## config.mk

```make
export PLATFORM = sky130hd
export DESIGN_NAME = div_period_meter_flat
export DESIGN_NICKNAME = d
export VERILOG_FILES = /design/src/rtl/div_period_meter_if.sv /design/src/rtl/div_period_meter.sv /design/src/flat_wrapper.sv
export SDC_FILE = /design/constraint.sdc
export NUM_CORES = 1
export LEC_CHECK = 0
export ABC_AREA = 1
export BUFFER_PORTS_ARGS = -buffer_cell sky130_fd_sc_hd__buf_2
export CAP_MARGIN = 15
export CORE_MARGIN = 4
export CORE_UTILIZATION = 42
export CTS_CLUSTER_DIAMETER = 40
export CTS_CLUSTER_SIZE = 8
export DETAILED_ROUTE_END_ITERATION = 10
export SLEW_MARGIN = 20
export SYNTH_ARGS = -nofsm -noshare
export SYNTH_HDL_FRONTEND = slang
export SYNTH_SLANG_ARGS = --single-unit
```

## constraint.sdc

```tcl
create_clock -name clk -period 1.9 [get_ports clk]
set_input_delay 0.38 -clock clk [delete_from_list [all_inputs] [get_ports clk]]
set_output_delay 0.38 -clock clk [all_outputs]
set_load 0.005 [all_outputs]
```

## src/rtl/div_period_meter_if.sv

```systemverilog
// rtl/div_period_meter_if.sv - divider output, ratio and measurement result signals
interface div_period_meter_if #(
    parameter int CNT_W = 8
);
    logic             div_in;
    logic [2:0]       ratio;
    logic             meas_en;
    logic             valid;
    logic [CNT_W-1:0] period;
    logic [CNT_W-1:0] high_time;
    logic             match;
    logic             err_timeout;
    logic             err_duty;

    modport master (
        output div_in, ratio, meas_en,
        input  valid, period, high_time, match, err_timeout, err_duty
    );

    modport slave (
        input  div_in, ratio, meas_en,
        output valid, period, high_time, match, err_timeout, err_duty
    );
endinterface

```

## src/rtl/div_period_meter.sv

```systemverilog
// rtl/div_period_meter.sv - period/high-time meter for the divider output
// Optional duty-cycle check built when DIV_MON_DUTY_CHK_EN is defined.
module div_period_meter #(
    parameter int CNT_W = 8
) (
    input  logic              clk,
    input  logic              rst,
    div_period_meter_if.slave bus
);
    typedef enum logic [1:0] {IDLE, ARM, MEAS} state_t;

    localparam logic [CNT_W-1:0] CNT_MAX = '1;
    localparam logic [CNT_W-1:0] CNT_ONE = {{(CNT_W-1){1'b0}}, 1'b1};

    state_t           state_q, state_d;
    logic [CNT_W-1:0] cnt_q, cnt_d;
    logic [CNT_W-1:0] hi_cap_q, hi_cap_d;
    logic             div_q_q, div_q_d;
    logic [2:0]       ratio_q, ratio_d;
    logic             valid_q, valid_d;
    logic [CNT_W-1:0] period_q, period_d;
    logic [CNT_W-1:0] high_time_q, high_time_d;
    logic             match_q, match_d;
    logic             err_timeout_q, err_timeout_d;

    logic             rise, fall, ratio_chg, ratio_ge2;
    logic [CNT_W-1:0] ratio_ext;

    assign rise      = bus.div_in & ~div_q_q;
    assign fall      = ~bus.div_in & div_q_q;
    assign ratio_chg = (bus.ratio != ratio_q);
    assign ratio_ge2 = (ratio_q >= 3'd2);
    assign ratio_ext = {{(CNT_W-3){1'b0}}, ratio_q};

`ifdef DIV_MON_DUTY_CHK_EN
    localparam logic signed [CNT_W+1:0] DIFF_ONE = {{(CNT_W+1){1'b0}}, 1'b1};
    logic                      err_duty_q, err_duty_d;
    logic signed [CNT_W+1:0]   duty_diff;
    logic                      duty_bad;

    // 2*high - period for the period closing on this rise
    assign duty_diff = $signed({1'b0, hi_cap_q, 1'b0}) - $signed({2'b00, cnt_q});
    assign duty_bad  = (duty_diff > DIFF_ONE) || (duty_diff < -DIFF_ONE);
    assign bus.err_duty = err_duty_q;
`else
    assign bus.err_duty = 1'b0;
`endif

    always_comb begin
        state_d       = state_q;
        cnt_d         = cnt_q;
        hi_cap_d      = hi_cap_q;
        div_q_d       = bus.div_in;
        ratio_d       = bus.ratio;
        valid_d       = 1'b0;
        period_d      = period_q;
        high_time_d   = high_time_q;
        match_d       = match_q;
        err_timeout_d = err_timeout_q;
`ifdef DIV_MON_DUTY_CHK_EN
        err_duty_d    = err_duty_q;
`endif
        if (!bus.meas_en) begin
            state_d       = IDLE;
            cnt_d         = '0;
            hi_cap_d      = '0;
            err_timeout_d = 1'b0;
`ifdef DIV_MON_DUTY_CHK_EN
            err_duty_d    = 1'b0;
`endif
        end else begin
            case (state_q)
                IDLE: begin
                    cnt_d    = '0;
                    hi_cap_d = '0;
                    state_d  = ARM;
                end
                ARM: begin
                    if (rise) begin
                        cnt_d   = CNT_ONE;
                        state_d = MEAS;
                    end
                end
                MEAS: begin
                    // ratio change outranks a coincident rise: partial period is dropped
                    if (ratio_chg) begin
                        cnt_d   = '0;
                        state_d = ARM;
                    end else if (rise) begin
                        period_d    = cnt_q;
                        high_time_d = hi_cap_q;
                        match_d     = (cnt_q == ratio_ext) && ratio_ge2;
                        valid_d     = 1'b1;
                        cnt_d       = CNT_ONE;
`ifdef DIV_MON_DUTY_CHK_EN
                        if (ratio_ge2 && duty_bad) err_duty_d = 1'b1;
`endif
                    end else begin
                        if (fall) hi_cap_d = cnt_q;
                        if (cnt_q == CNT_MAX) begin
                            err_timeout_d = 1'b1;
                            cnt_d         = '0;
                            state_d       = ARM;
                        end else begin
                            cnt_d = cnt_q + CNT_ONE;
                        end
                    end
                end
                default: state_d = IDLE;
            endcase
        end
    end

    always_ff @(posedge clk or negedge rst) begin
        if (!rst) begin
            state_q       <= IDLE;
            cnt_q         <= '0;
            hi_cap_q      <= '0;
            div_q_q       <= 1'b0;
            ratio_q       <= 3'd0;
            valid_q       <= 1'b0;
            period_q      <= '0;
            high_time_q   <= '0;
            match_q       <= 1'b0;
            err_timeout_q <= 1'b0;
        end else begin
            state_q       <= state_d;
            cnt_q         <= cnt_d;
            hi_cap_q      <= hi_cap_d;
            div_q_q       <= div_q_d;
            ratio_q       <= ratio_d;
            valid_q       <= valid_d;
            period_q      <= period_d;
            high_time_q   <= high_time_d;
            match_q       <= match_d;
            err_timeout_q <= err_timeout_d;
        end
    end

`ifdef DIV_MON_DUTY_CHK_EN
    always_ff @(posedge clk or negedge rst) begin
        if (!rst) err_duty_q <= 1'b0;
        else      err_duty_q <= err_duty_d;
    end
`endif

    assign bus.valid       = valid_q;
    assign bus.period      = period_q;
    assign bus.high_time   = high_time_q;
    assign bus.match       = match_q;
    assign bus.err_timeout = err_timeout_q;
endmodule

```

## src/flat_wrapper.sv

```systemverilog
// flat-port wrapper written by rule: the top's interface ports become plain ports
module div_period_meter_flat 
#(
    parameter int CNT_W = 8
)
  (clk, rst, bus_div_in, bus_ratio, bus_meas_en, bus_valid, bus_period, bus_high_time, bus_match, bus_err_timeout, bus_err_duty);
  div_period_meter_if #(.CNT_W(CNT_W)) bus_i ();
  input  logic clk;
  input  logic rst;
  input wire logic [$bits(bus_i.div_in)-1:0] bus_div_in;
  input wire logic [$bits(bus_i.ratio)-1:0] bus_ratio;
  input wire logic [$bits(bus_i.meas_en)-1:0] bus_meas_en;
  output wire logic [$bits(bus_i.valid)-1:0] bus_valid;
  output wire logic [$bits(bus_i.period)-1:0] bus_period;
  output wire logic [$bits(bus_i.high_time)-1:0] bus_high_time;
  output wire logic [$bits(bus_i.match)-1:0] bus_match;
  output wire logic [$bits(bus_i.err_timeout)-1:0] bus_err_timeout;
  output wire logic [$bits(bus_i.err_duty)-1:0] bus_err_duty;
  assign bus_i.div_in = bus_div_in;
  assign bus_i.ratio = bus_ratio;
  assign bus_i.meas_en = bus_meas_en;
  assign bus_valid = bus_i.valid;
  assign bus_period = bus_i.period;
  assign bus_high_time = bus_i.high_time;
  assign bus_match = bus_i.match;
  assign bus_err_timeout = bus_i.err_timeout;
  assign bus_err_duty = bus_i.err_duty;
  div_period_meter #(.CNT_W(CNT_W)) u_core (.clk(clk), .rst(rst), .bus(bus_i));
endmodule
```

==> out/qor.txt <==
Leakage -> 1.30 nW
final WL -> 3890 microns
Max H-tree Level -> 2
status -> finished, final reports clean
Max Cap Viol -> 0
Rows -> 25
CTS tree -> yes
GR Util All Layers -> 13.9%
DIE AREA -> 0.00619 sq mm
Chip Width -> 78.7 microns
Unique masters post-synth -> 27
R2R Setup Slk -> 0.21 ns
ratio of cells with drive above 1 in the final layout -> 22.3%
period utilisation layout -> 89.0%
CTS Hold Bufs -> 0
Core Box Area -> 0.00479 sq mm
sequential fraction of the synthesis area -> 48.9%
Peak VDD IR -> 0.400 mV
vias per inst -> 4.65
Net count, final -> 294
setup tns final -> 0 ns
Pre-antenna DRT Iters -> 4
Worst-path clk slew -> 0.08 ns
boundary pin count -> 27
Synthesized Nets -> 265
Final HPWL DP -> 2920 microns
grt ovf -> 0
overall die height -> 78.7 microns
switching share of power -> 25.6%
IO Port Bufs -> 25
final core utilization -> 50.5%
CP required -> 2.09 ns
Final Hold Viols -> 0
CTS sink count -> 41
Ys Warns -> 0
Netlist Area Pre-Place -> 0.00210 sq mm
largest net degree at the start of global routing -> 24
routed via count -> 1,628
Logic pwr share -> 11.3%
vias in the first global route -> 1,557
Antenna Cells -> 0
RSZ-0062 raised after global routing -> no
post-CTS sizing -> 0
Area growth, synth to finish -> 15.3%
CP endpoint kind -> register
Final Skew -> 0.00388 ns
critical path peak fanout -> 11
DR DRC count -> 0
Tightest Hold Check Type -> input port to async pin
syn_area_per_cell -> 8.29 sq um
setup bufs post-CTS -> 0
Initial Util -> 43.8%
Sequential Power Share -> 48.7%
initial DRC count -> 82
Max clock buf depth -> 2
Post-Syn Instances -> 253
Routed Antenna Nets -> 0
power share of the clock group -> 40.0%
fin. max-slew vios -> 0
Fmax achieved -> 592 MHz
post-DR wirelength/cell -> 11.1 microns
worst setup path class -> register to register
CP startpoint kind -> register
P_sw -> 0.472 mW
Yosys reg bits -> 41
Clk Latency, worst-skew pair -> 0.30 ns
Root Buffer -> clkbuf_8
endpoints failing setup -> 0
cts bufs inserted -> 5
Pwr Density -> 763 mW/mm^2
Internal -> 1.37 mW
initial antenna violation count -> 0
min cycle time layout -> 1.69 ns
first-pass GRT wire length -> 6780 microns
GP Congestion -> 0.826
CP arrival -> 1.88 ns
-- metal layers --
metal | up-vias | global-route usage, % | share of wire (%)
li1 | 847 | - | -
met1 | 744 | 17.8 | 49
met2 | 26 | 22.2 | 45
met3 | 11 | 3.10 | 4.0
met4 | 0 | 6.64 | 2.1
met5 | - | 0 | 0
-- cells by family after synthesis --
group           count (synthesis)  synth area share, %
compound gates                 28                 8.17
xor+xnor                        2                 1.19
fa+ha+maj                       5                 2.98
buf+inv                        41                 8.71
flops                          41                 48.9
other cells                     1                0.179
simple gates                  135                 29.9
-- sequential cells by signal, indices dropped and copies added, names as in the netlist --
register,count
u_core.cnt_q,8
u_core.bus.match,1
u_core.div_q_q,1
u_core.bus.err_timeout,1
u_core.state_q,2
u_core.bus.period,8
u_core.ratio_q,3
u_core.bus.high_time,8
u_core.hi_cap_q,8
u_core.bus.valid,1
-- worst max-delay path, cell delays in order, from the launching register on --
cell     delay [ns]
dfrtp_1        0.42
inv_1          0.09
ha_1           0.27
nand2_1        0.09
inv_2          0.14
nand4_4        0.20
buf_4          0.24
nand2_1        0.06
o21ai_1        0.06
-- layout make-up --
cell class / count / area [sq um]
Clock buffer: 6 / 82.6
Clock inverter: 2 / 37.5
Fill cell: 504 / 2370
Inverter: 34 / 128
Multi-Input combinational cell: 171 / 893
Sequential cell: 41 / 1030
Tap cell: 67 / 83.8
Timing Repair Buffer: 29 / 168
-- worst paths after layout --
check,from,depth (start not counted),endpoint
worst max-delay path,u_core.state_q[0]$_DFFE_PN0P_,8,u_core.bus.period[4]$_DFFE_PN0P_
worst min-delay path,rst,1,u_core.bus.valid$_DFF_PN0_
worst max register to register,u_core.state_q[0]$_DFFE_PN0P_,8,u_core.bus.period[4]$_DFFE_PN0P_
worst min register to register,u_core.hi_cap_q[3]$_DFFE_PN0P_,2,u_core.bus.high_time[3]$_DFFE_PN0P_
max in group asynchronous,rst,2,u_core.bus.period[6]$_DFFE_PN0P_
min in group clk,bus_div_in,1,u_core.div_q_q$_DFF_PN0_
-- layout by cell type, fill, tap and decap left out --
master	netlist	final
buf_4	3	3
clkinvlp_4	0	1
conb_1	1	1
nand2_4	3	3
xor2_1	1	1
nor2_8	1	1
nand2_2	3	3
bufinv_16	0	1
dfrtp_1	41	41
nand3_1	10	10
a21oi_1	4	4
clkbuf_8	0	6
nor3_1	3	3
buf_2	2	25
nand4_1	7	7
ha_1	5	5
nor2_2	1	1
buf_12	0	1
o21ai_1	12	11
inv_2	5	5
nand3_4	1	1
inv_1	29	29
nand4_4	1	1
nor3_2	1	1
o21ai_2	8	9
xnor2_2	1	1
o21ai_0	3	3
nor2_1	13	13
o22ai_1	1	1
nand2_1	91	91
-- stage by stage --
step / hold slack (ns) / total power, mW / instances / cell area, sq um / worst slack, ns
2_1_floorplan: 0.0844 / 1.08 / 253 / 2100 / 0.374
3_3_place_gp: 0.351 / 1.12 / 342 / 2290 / 0.140
3_5_place_dp: 0.357 / 1.12 / 342 / 2290 / 0.131
4_1_cts: 0.0279 / 1.86 / 350 / 2410 / 0.111
5_1_grt: 0.0450 / 1.93 / 350 / 2420 / 0.0243
6_report: 0.0139 / 1.85 / 350 / 2420 / 0.210
-- cell usage after synthesis, drive strengths merged --
library cell / number / area (sq um)
nor3: 4 / 25.0
conb: 1 / 3.75
o21ai: 23 / 145
o22ai: 1 / 6.26
dfrtp: 41 / 1030
ha: 5 / 62.6
xor2: 1 / 8.76
xnor2: 1 / 16.3
nor2: 15 / 75.1
inv: 34 / 128
nand4: 8 / 65.1
nand3: 11 / 67.6
buf: 7 / 55.1
nand2: 97 / 394
a21oi: 4 / 20.0
-- power groups by stage --
stage	combinational, mW	sequential, mW	clock (mW)
global route	0.236	0.902	0.796
CTS	0.209	0.900	0.755
global placement	0.207	0.917	0
detailed placement	0.208	0.917	0
floorplan	0.163	0.913	0
finish	0.208	0.900	0.738
Power figures use the tool's default switching activity.
